**src/rtl/alu_sequencer.sv**
```systemverilog
// alu_sequencer: issue-side controller feeding a combinational 12-bit ALU from a 4-entry register file
module alu_sequencer (
  input  logic        clk,
  input  logic        rst_n,
  input  logic        ld_valid,
  input  logic [1:0]  ld_addr,
  input  logic [11:0] ld_data,
  output logic        ld_ready,
  input  logic        instr_valid,
  input  logic [11:0] instr,
  output logic        instr_ready,
  output logic [2:0]  alu_opcode,
  output logic [11:0] alu_op1,
  output logic [11:0] alu_op2,
  input  logic [11:0] alu_out,
  output logic        res_valid,
  output logic [11:0] res_data,
  output logic [1:0]  res_rd,
  input  logic        res_ready,
  output logic        busy
);
  typedef enum logic [1:0] {IDLE, READ, EXEC, WB} state_t;
  state_t      state_q, state_d;
  logic [11:0] regs_q [4];
  logic [2:0]  opc_q, alu_opcode_q;
  logic [1:0]  rd_q, rs1_q, rs2_q;
  logic [11:0] op1_q, op2_q, res_q;
  logic        unused_rsvd;
  assign unused_rsvd = ^instr[2:0];
  assign ld_ready    = state_q == IDLE;
  assign instr_ready = state_q == IDLE && !ld_valid;
  assign busy        = state_q != IDLE;
  assign res_valid   = state_q == WB;
  assign res_data    = res_q;
  assign res_rd      = rd_q;
  assign alu_opcode  = alu_opcode_q;
  assign alu_op1     = op1_q;
  assign alu_op2     = op2_q;
  // next state: preload blocks issue, READ and EXEC are single-cycle, WB waits for the consumer
  always_comb begin
    state_d = state_q == IDLE ? (instr_valid && !ld_valid ? READ : IDLE) :
              state_q == READ ? EXEC :
              state_q == EXEC ? WB :
              (res_ready ? IDLE : WB);
  end
  // state, register file, operand latches and result capture; reset drops any in-flight instruction
  always_ff @(posedge clk or negedge rst_n) begin
    if (!rst_n) begin
      state_q      <= IDLE;
      regs_q       <= '{default: '0};
      opc_q        <= '0;
      rd_q         <= '0;
      rs1_q        <= '0;
      rs2_q        <= '0;
      alu_opcode_q <= '0;
      op1_q        <= '0;
      op2_q        <= '0;
      res_q        <= '0;
    end else begin
      state_q <= state_d;
      case (state_q)
        IDLE: begin
          if (ld_valid) regs_q[ld_addr] <= ld_data;
          else if (instr_valid) {opc_q, rd_q, rs1_q, rs2_q} <= instr[11:3];
        end
        READ: begin
          alu_opcode_q <= opc_q;
          op1_q        <= regs_q[rs1_q];
          op2_q        <= regs_q[rs2_q];
        end
        EXEC: begin
          res_q         <= alu_out;
          regs_q[rd_q]  <= alu_out;
        end
        default: ;
      endcase
    end
  end
endmodule

```
**config.mk**
```make
export PLATFORM = sky130hd
export DESIGN_NAME = alu_sequencer
export DESIGN_NICKNAME = d
export VERILOG_FILES = /design/src/rtl/alu_sequencer.sv
export SDC_FILE = /design/constraint.sdc
export NUM_CORES = 1
export LEC_CHECK = 0
export ABC_AREA = 1
export BUFFER_PORTS_ARGS = -buffer_cell sky130_fd_sc_hd__buf_2
export CORE_MARGIN = 1.5
export CORE_UTILIZATION = 55
export CTS_CLUSTER_SIZE = 25
export DETAILED_ROUTE_END_ITERATION = 12
export PLACE_DENSITY = 0.83
export RECOVER_POWER = 100
export REMOVE_ABC_BUFFERS = 1
export SLEW_MARGIN = 10
export SYNTH_ARGS = -nofsm -noshare
export SYNTH_HDL_FRONTEND = slang
export SYNTH_SLANG_ARGS = --single-unit
```
**constraint.sdc**
```tcl
create_clock -name clk -period 1.7 [get_ports clk]
set_input_delay 0.34 -clock clk [delete_from_list [all_inputs] [get_ports clk]]
set_output_delay 0.34 -clock clk [all_outputs]
set_load 0.02 [all_outputs]
```
==> impl_metrics.env, run 1 <==
export IMPL_worst_slack_ps=20.01
export IMPL_pre_cts_slack_ps=59.45
export IMPL_max_slew_margin_rel_pct=56.98
export IMPL_hold_path_class="in2reg"
export IMPL_drc=0
export IMPL_power_mw=11.43
export IMPL_yosysWarnings=0
export IMPL_hold_viol=0
export IMPL_grt_max_degree=58
export IMPL_min_period_ps=1680
export IMPL_grt_overflow=0
export IMPL_core_area_mm2=0.009819
export IMPL_cts_buffers=9
export IMPL_drtIter0Drc=537
export IMPL_power_density_mw_per_mm2=1771
export IMPL_drtPass1Iterations=5
export IMPL_cp_max_fo=7
export IMPL_rows=36
export IMPL_worstMarginPinSlew_ps=644.6
export IMPL_leakagePower_nw=3.813
export IMPL_p_int_mw=5.767
export IMPL_critical_path_class="reg2out"
export IMPL_grt_usage_pct=30.11
export IMPL_synthCells=862
export IMPL_antenna_left=0
export IMPL_regArea_mm2=0.002455
export IMPL_start_util_pct=56.96
export IMPL_power_switching_mw=5.667
export IMPL_fmax_mhz=595.2
export IMPL_area_growth_synth_to_final_pct=15.41
export IMPL_wl_met1_um=6630
export IMPL_drv_cap=0
export IMPL_synth_area_mm2=0.005593
export IMPL_met2_length_um=7150
export IMPL_status="finished, final reports clean"
export IMPL_num_vias=5657
export IMPL_syn_area_per_cell_um2=6.488
export IMPL_finalClockSkew_ps=9.127
export IMPL_cts_buffer_depth=2
export IMPL_critPathMaxStageDelay_ps=440
export IMPL_drv_slew=0
export IMPL_wl_met3_um=1460
export IMPL_finalSetupTns_ps=0
export IMPL_combPwrFrac_pct=54.8
export IMPL_instances_no_fill=1083
export IMPL_postRouteWirelength_um=15760
export IMPL_cp_cell_sequence="nor2_4, inv_1, nor2_1, buf_4, buf_6"
export IMPL_crit_path_end_kind="output pin"
export IMPL_cts_sinks=98
export IMPL_multiInputGateArea_mm2=0.002655
export IMPL_die_h_um=103.8
export IMPL_die_area_mm2=0.01078
export IMPL_gp_congestion=0.9025
export IMPL_io_buffers=84
export IMPL_finalCritPeriodShare_pct=98.82
export IMPL_root_buffer="clkbuf_8"
export IMPL_ys_seq_area_share_pct=43.85
export IMPL_place_area_mm2=0.006191
export IMPL_irDropWorstVdd_mv=1.459
export IMPL_fillers=907
export IMPL_htreeDepth=3
export IMPL_cp_top_family="flip-flops"
export IMPL_crit_buf_inv=3
export IMPL_netlist_cell_type_count=15
export IMPL_avgRoutedWirePerCell_um=14.55
export IMPL_ys_ff_latch=98
export IMPL_drive_above_1_share_pct=12.43
export IMPL_cts_tree="yes"
export IMPL_clkPwrFrac_pct=14.1
export IMPL_dp_cells=1057
export IMPL_viasPerCell=5.223
export IMPL_p_sw_share_pct=49.56
export IMPL_fin_util_pct=65.74
export IMPL_critPathLaunchType="register"
export IMPL_final_nets=987
export IMPL_finish_instance_area_mm2=0.006455
export IMPL_grt_pass1_vias=5174
export IMPL_grt_pass1_wl_um=25710
export IMPL_finalSetupViolCount=0
export IMPL_highest_layer="met4"
export IMPL_whs_ps=201.4
export IMPL_clk_pin_slew_ps=100
export IMPL_clk_latency_ps=370
export IMPL_cp_arrival_ps=1340
export IMPL_ios=88
export IMPL_power_frac_seq_pct=31.1
export IMPL_worst_path_max_delay_cell="dfrtp_2"
export IMPL_rsz0062_at_grt="yes"
export IMPL_die_width_um=103.8
export IMPL_dp_hpwl_um=10030
export IMPL_cp_required_ps=1360
export IMPL_antenna_found_initial=1
## cells in the final DEF, fill, tap and decap left out
cell type and count:
buf_12 3, buf_2 43, buf_4 27, buf_6 1
bufinv_16 1, clkbuf_1 39, clkbuf_2 3, clkbuf_4 1
clkbuf_8 11, clkinv_2 1, clkinvlp_4 1, dfrtp_1 96
dfrtp_2 2, diode_2 1, dlygate4sd3_1 1, inv_1 76
inv_2 3, inv_6 2, nand2_1 464, nand2_2 4
nand3_1 133, nor2_1 9, nor2_2 9, nor2_4 6
o21ai_0 13
## power groups by stage
stage / Combinational (mW) / Clock (mW) / Sequential, mW
floorplan: 3.23 / 0 / 4.14
global placement: 5.84 / 0 / 3.57
detailed placement: 5.97 / 0 / 3.58
CTS: 6.14 / 1.62 / 3.52
global route: 6.94 / 1.74 / 3.64
finish: 6.27 / 1.62 / 3.55
## cell families (layout without fill, tap and decap cells)
| group | count (synthesis) | count (layout) | synth area share, % |
|---|---|---|---|
| flops | 98 | 98 | 43.85 |
| simple gates | 625 | 625 | 45.59 |
| compound gates | 13 | 13 | 1.163 |
| buf+inv | 126 | 213 | 9.396 |
| other cells | 0 | 1 | 0 |
## flip-flops by register name (all words and copies together) (netlist names)
register and count:
regs_q 48, alu_op1 12, alu_op2 12, res_data 12, alu_opcode 3, opc_q 3, res_rd 2, rs1_q 2
rs2_q 2, state_q 2
## timing repair
action | in CTS | in global routing
resized for setup | 6 | 9
buffers inserted | 3 | 5
setup endpoints to repair | 1 | 28
hold buffers | 1 | 0
pin swaps | 0 | 2
cloned | 0 | 0
endpoints found under the hold margin | 19 | 0
## synth_stat cells
| cell | n | area share [%] |
|---|---|---|
| nand2_1 | 466 | 31 |
| nand3_1 | 133 | 12 |
| dfrtp_1 | 98 | 44 |
| inv_1 | 76 | 5.1 |
| clkbuf_1 | 21 | 1.4 |
| buf_2 | 18 | 1.6 |
| nor2_1 | 13 | 0.87 |
| o21ai_0 | 13 | 1.2 |
| nor2_2 | 10 | 1.1 |
| buf_4 | 6 | 0.81 |
| inv_2 | 3 | 0.20 |
| nand2_2 | 2 | 0.22 |
| buf_1 | 1 | 0.067 |
| buf_6 | 1 | 0.20 |
| nor2_4 | 1 | 0.20 |
## routing by layer
layer  vias to the layer above  GRT usage (%)
met5                         -              0
met1                      2518          40.33
met3                        44          4.783
li1                       2795              -
met4                         0          12.90
met2                       300          48.58
## final cells by class
cell class | count | share of cell area (%)
Multi-Input combinational cell | 638 | 41.13
Timing Repair Buffer | 118 | 10.35
Inverter | 79 | 4.594
Clock inverter | 5 | 0.9304
Sequential cell | 98 | 38.03
Clock buffer | 11 | 2.345
Tap cell | 133 | 2.578
Antenna cell | 1 | 0.03877
## worst register-to-register path: stages (launching register included)
cell	delay [ps]
dfrtp_2	440
buf_4	150
inv_2	90
nand2_2	110
nand2_2	110
inv_1	70
nor2_4	360
nand2_1	120
nand2_1	70
## final timing paths
| path | start | to | slack, ps | cells after the start |
|---|---|---|---|---|
| hold / removal | instr[10] | opc_q[1]$_DFFE_PN0P_ | 200 | 3 |
| max in group asynchronous | rst_n | state_q[0]$_DFF_PN0_ | 220 | 3 |
| setup reg to reg | state_q[0]$_DFF_PN0_ | regs_q[0]$_DFFE_PN0P_ | 130 | 8 |
| min in group asynchronous | rst_n | alu_op1[5]$_DFFE_PN0N_ | 480 | 2 |
| setup / recovery | state_q[1]$_DFF_PN0_ | instr_ready | 20 | 5 |
| hold reg to reg | alu_op2[11]$_DFFE_PN0N_ | alu_op2[11]$_DFFE_PN0N_ | 480 | 2 |
Power figures use the tool's default switching activity.
==> run 2: changes to the inputs <==
CORE_MARGIN = not set   (was 1.5)
PLACE_DENSITY = not set   (was 0.83)
PLACE_DENSITY_LB_ADDON = 0.3   (was not set)
==> run 2 against run 1 <==
Maximum frequency rose by 0.54%. Worst setup slack improved by 9.1 ps. Die area fell by 1.9%. Final area fell by 1.4%. Clock power fell by 4%. Utilization fell by 0.89 points. Sequential share of layout area rose by 0.52 points. Power fell by 4.1%. Wire length fell by 5.2%. First-iteration DRC count fell by 31%. Sequential power barely moved. Critical path type unchanged. Critical endpoint unchanged.
==> impl_metrics.env, run 2 (same netlist as run 1, synthesis figures left out) <==
export IMPL_status="finished, final reports clean"
export IMPL_largest_register_ffs=48
export IMPL_fmax_mhz=598.5
export IMPL_cp_arrival_ps=1330
export IMPL_finalSetupTns_ps=0
export IMPL_dp_cells=1055
export IMPL_cts_buffer_depth=2
export IMPL_max_slew_margin_rel_pct=48.89
export IMPL_power_frac_seq_pct=32.3
export IMPL_p_sw_share_pct=49.19
export IMPL_hold_viol=0
export IMPL_drtIter0Drc=369
export IMPL_diodes=0
export IMPL_grt_busiest_layer="met2"
export IMPL_grt_max_degree=54
export IMPL_die_h_um=102.8
export IMPL_cts_sinks=98
export IMPL_power_density_mw_per_mm2=1722
export IMPL_die_width_um=102.8
export IMPL_min_period_ps=1671
export IMPL_worst_path_max_delay_cell="dfrtp_2"
export IMPL_avgRoutedWirePerCell_um=13.83
export IMPL_area_growth_synth_to_final_pct=13.85
export IMPL_power_mw=10.97
export IMPL_crit_top_cell="buf_4"
export IMPL_critical_path_class="reg2out"
export IMPL_min_to="rs2_q[1]$_DFFE_PN0P_"
export IMPL_cp_max_fo=3
export IMPL_min_path_cells=3
export IMPL_r2r_end="regs_q[42]$_DFFE_PN0P_"
export IMPL_cts_tree="yes"
export IMPL_crit_buf_inv=3
export IMPL_cp_cell_sequence="nor2_4, inv_1, nor2_1, buf_4, buf_4"
export IMPL_antenna_found_initial=0
export IMPL_num_vias=5665
export IMPL_ios=88
export IMPL_drv_slew=0
export IMPL_grt_pass1_wl_um=24670
export IMPL_pre_cts_slack_ps=48.15
export IMPL_irDropWorstVdd_mv=1.229
export IMPL_place_area_mm2=0.006151
export IMPL_worst_slack_ps=29.11
export IMPL_grt_overflow=0
export IMPL_met1_usage_pct=38.61
export IMPL_met2_usage_pct=51.69
export IMPL_drv_cap=0
export IMPL_instances_no_fill=1080
export IMPL_postRouteWirelength_um=14940
export IMPL_grt_usage_pct=30.73
export IMPL_crit_path_end_kind="output pin"
export IMPL_combPwrFrac_pct=53.5
export IMPL_reg2reg_depth=9
export IMPL_layout_common_cells="nand2_1 (465), nand3_1 (133), dfrtp_1 (96), inv_1 (76), clkbuf_1 (41)"
export IMPL_drtPass1Iterations=5
export IMPL_fin_util_pct=64.84
export IMPL_finalCritPeriodShare_pct=98.29
export IMPL_cp_top_family="flip-flops"
export IMPL_cts_buffers=9
export IMPL_rsz0062_at_grt="yes"
export IMPL_worstMarginPinSlew_ps=766.7
export IMPL_cp_required_ps=1360
export IMPL_gp_congestion=0.8860
export IMPL_critPathMaxStageDelay_ps=440
export IMPL_hold_path_class="in2reg"
export IMPL_clkPwrFrac_pct=14.2
export IMPL_rows=36
export IMPL_grt_use_met3_pct=4.407
export IMPL_leakagePower_nw=3.772
export IMPL_dp_hpwl_um=10280
export IMPL_finish_instance_area_mm2=0.006367
export IMPL_min_delay_start="instr[4]"
export IMPL_finalClockSkew_ps=11.18
export IMPL_drc=0
export IMPL_clk_latency_ps=380
export IMPL_grt_pass1_vias=5319
export IMPL_drive_above_1_share_pct=11.30
export IMPL_r2r_setup_slack_ps=70
export IMPL_viasPerCell=5.245
export IMPL_antenna_left=0
export IMPL_final_common_cell="nand2_1"
export IMPL_core_area_mm2=0.009819
export IMPL_clk_pin_slew_ps=100
export IMPL_die_area_mm2=0.01058
export IMPL_root_buffer="clkbuf_8"
export IMPL_max_flop_register="regs_q"
export IMPL_whs_ps=183.4
export IMPL_power_switching_mw=5.395
export IMPL_worstReg2RegStart="state_q[0]$_DFF_PN0_"
export IMPL_p_int_mw=5.572
export IMPL_htreeDepth=3
export IMPL_io_buffers=84
export IMPL_start_util_pct=56.96
export IMPL_finalSetupViolCount=0
export IMPL_critPathLaunchType="register"
export IMPL_final_nets=985
==> run 2: cell count changes in the layout (fill, tap and decap cells not counted), sizes merged <==
cell and delta:
buf -6, clkinvlp +2, clkbuf +2, diode -1
==> run 2: final cells by class <==
cell class | instances | area (um2)
fill | 989 | 3452
inverter | 79 | 296.5
multi-input combinational | 638 | 2623
sequential | 98 | 2455
clock buffer | 9 | 123.9
tap | 133 | 166.4
timing repair buffer | 116 | 628.1
clock inverter | 7 | 75.07
==> run 2: tightest hold or removal path, cell delays in order <==
cell and delay (ps):
buf_2 70, nand3_1 60, nand2_1 60
==> run 2: power by group through the flow <==
stage	clock (mW)	combinational [mW]	sequential, mW
3_5_place_dp	0	5.68	3.59
6_report	1.56	5.86	3.55
3_3_place_gp	0	5.55	3.57
5_1_grt	1.69	6.63	3.64
4_1_cts	1.59	5.85	3.52
2_1_floorplan	0	3.23	4.14
==> run 2: worst max-delay path by stage <==
stage                    startpoint                      to  slack [ps]  depth (start not counted)
2_1_floorplan  state_q[0]$_DFF_PN0_  regs_q[12]$_DFFE_PN0P_        -650                          6
3_3_place_gp   state_q[0]$_DFF_PN0_  regs_q[17]$_DFFE_PN0P_          70                          8
3_5_place_dp   state_q[0]$_DFF_PN0_   regs_q[8]$_DFFE_PN0P_          50                          7
4_1_cts        state_q[0]$_DFF_PN0_             instr_ready         -20                          5
5_1_grt        state_q[1]$_DFF_PN0_             instr_ready         -60                          5
6_report       state_q[1]$_DFF_PN0_             instr_ready          30                          5
==> run 2: metal layers <==
| metal | wire [um] | share of wire (%) |
|---|---|---|
| met3 | 899 | 6.0 |
| met5 | 0 | 0 |
| met4 | 641 | 4.3 |
| met2 | 7321 | 49 |
| met1 | 6076 | 41 |
==> run 2: timing repair <==
item	in CTS	in global routing
resized for setup	7	14
hold endpoints to repair	27	0
setup endpoints to repair	4	36
pin swaps	0	3
hold buffers	1	0
buffers inserted	4	4
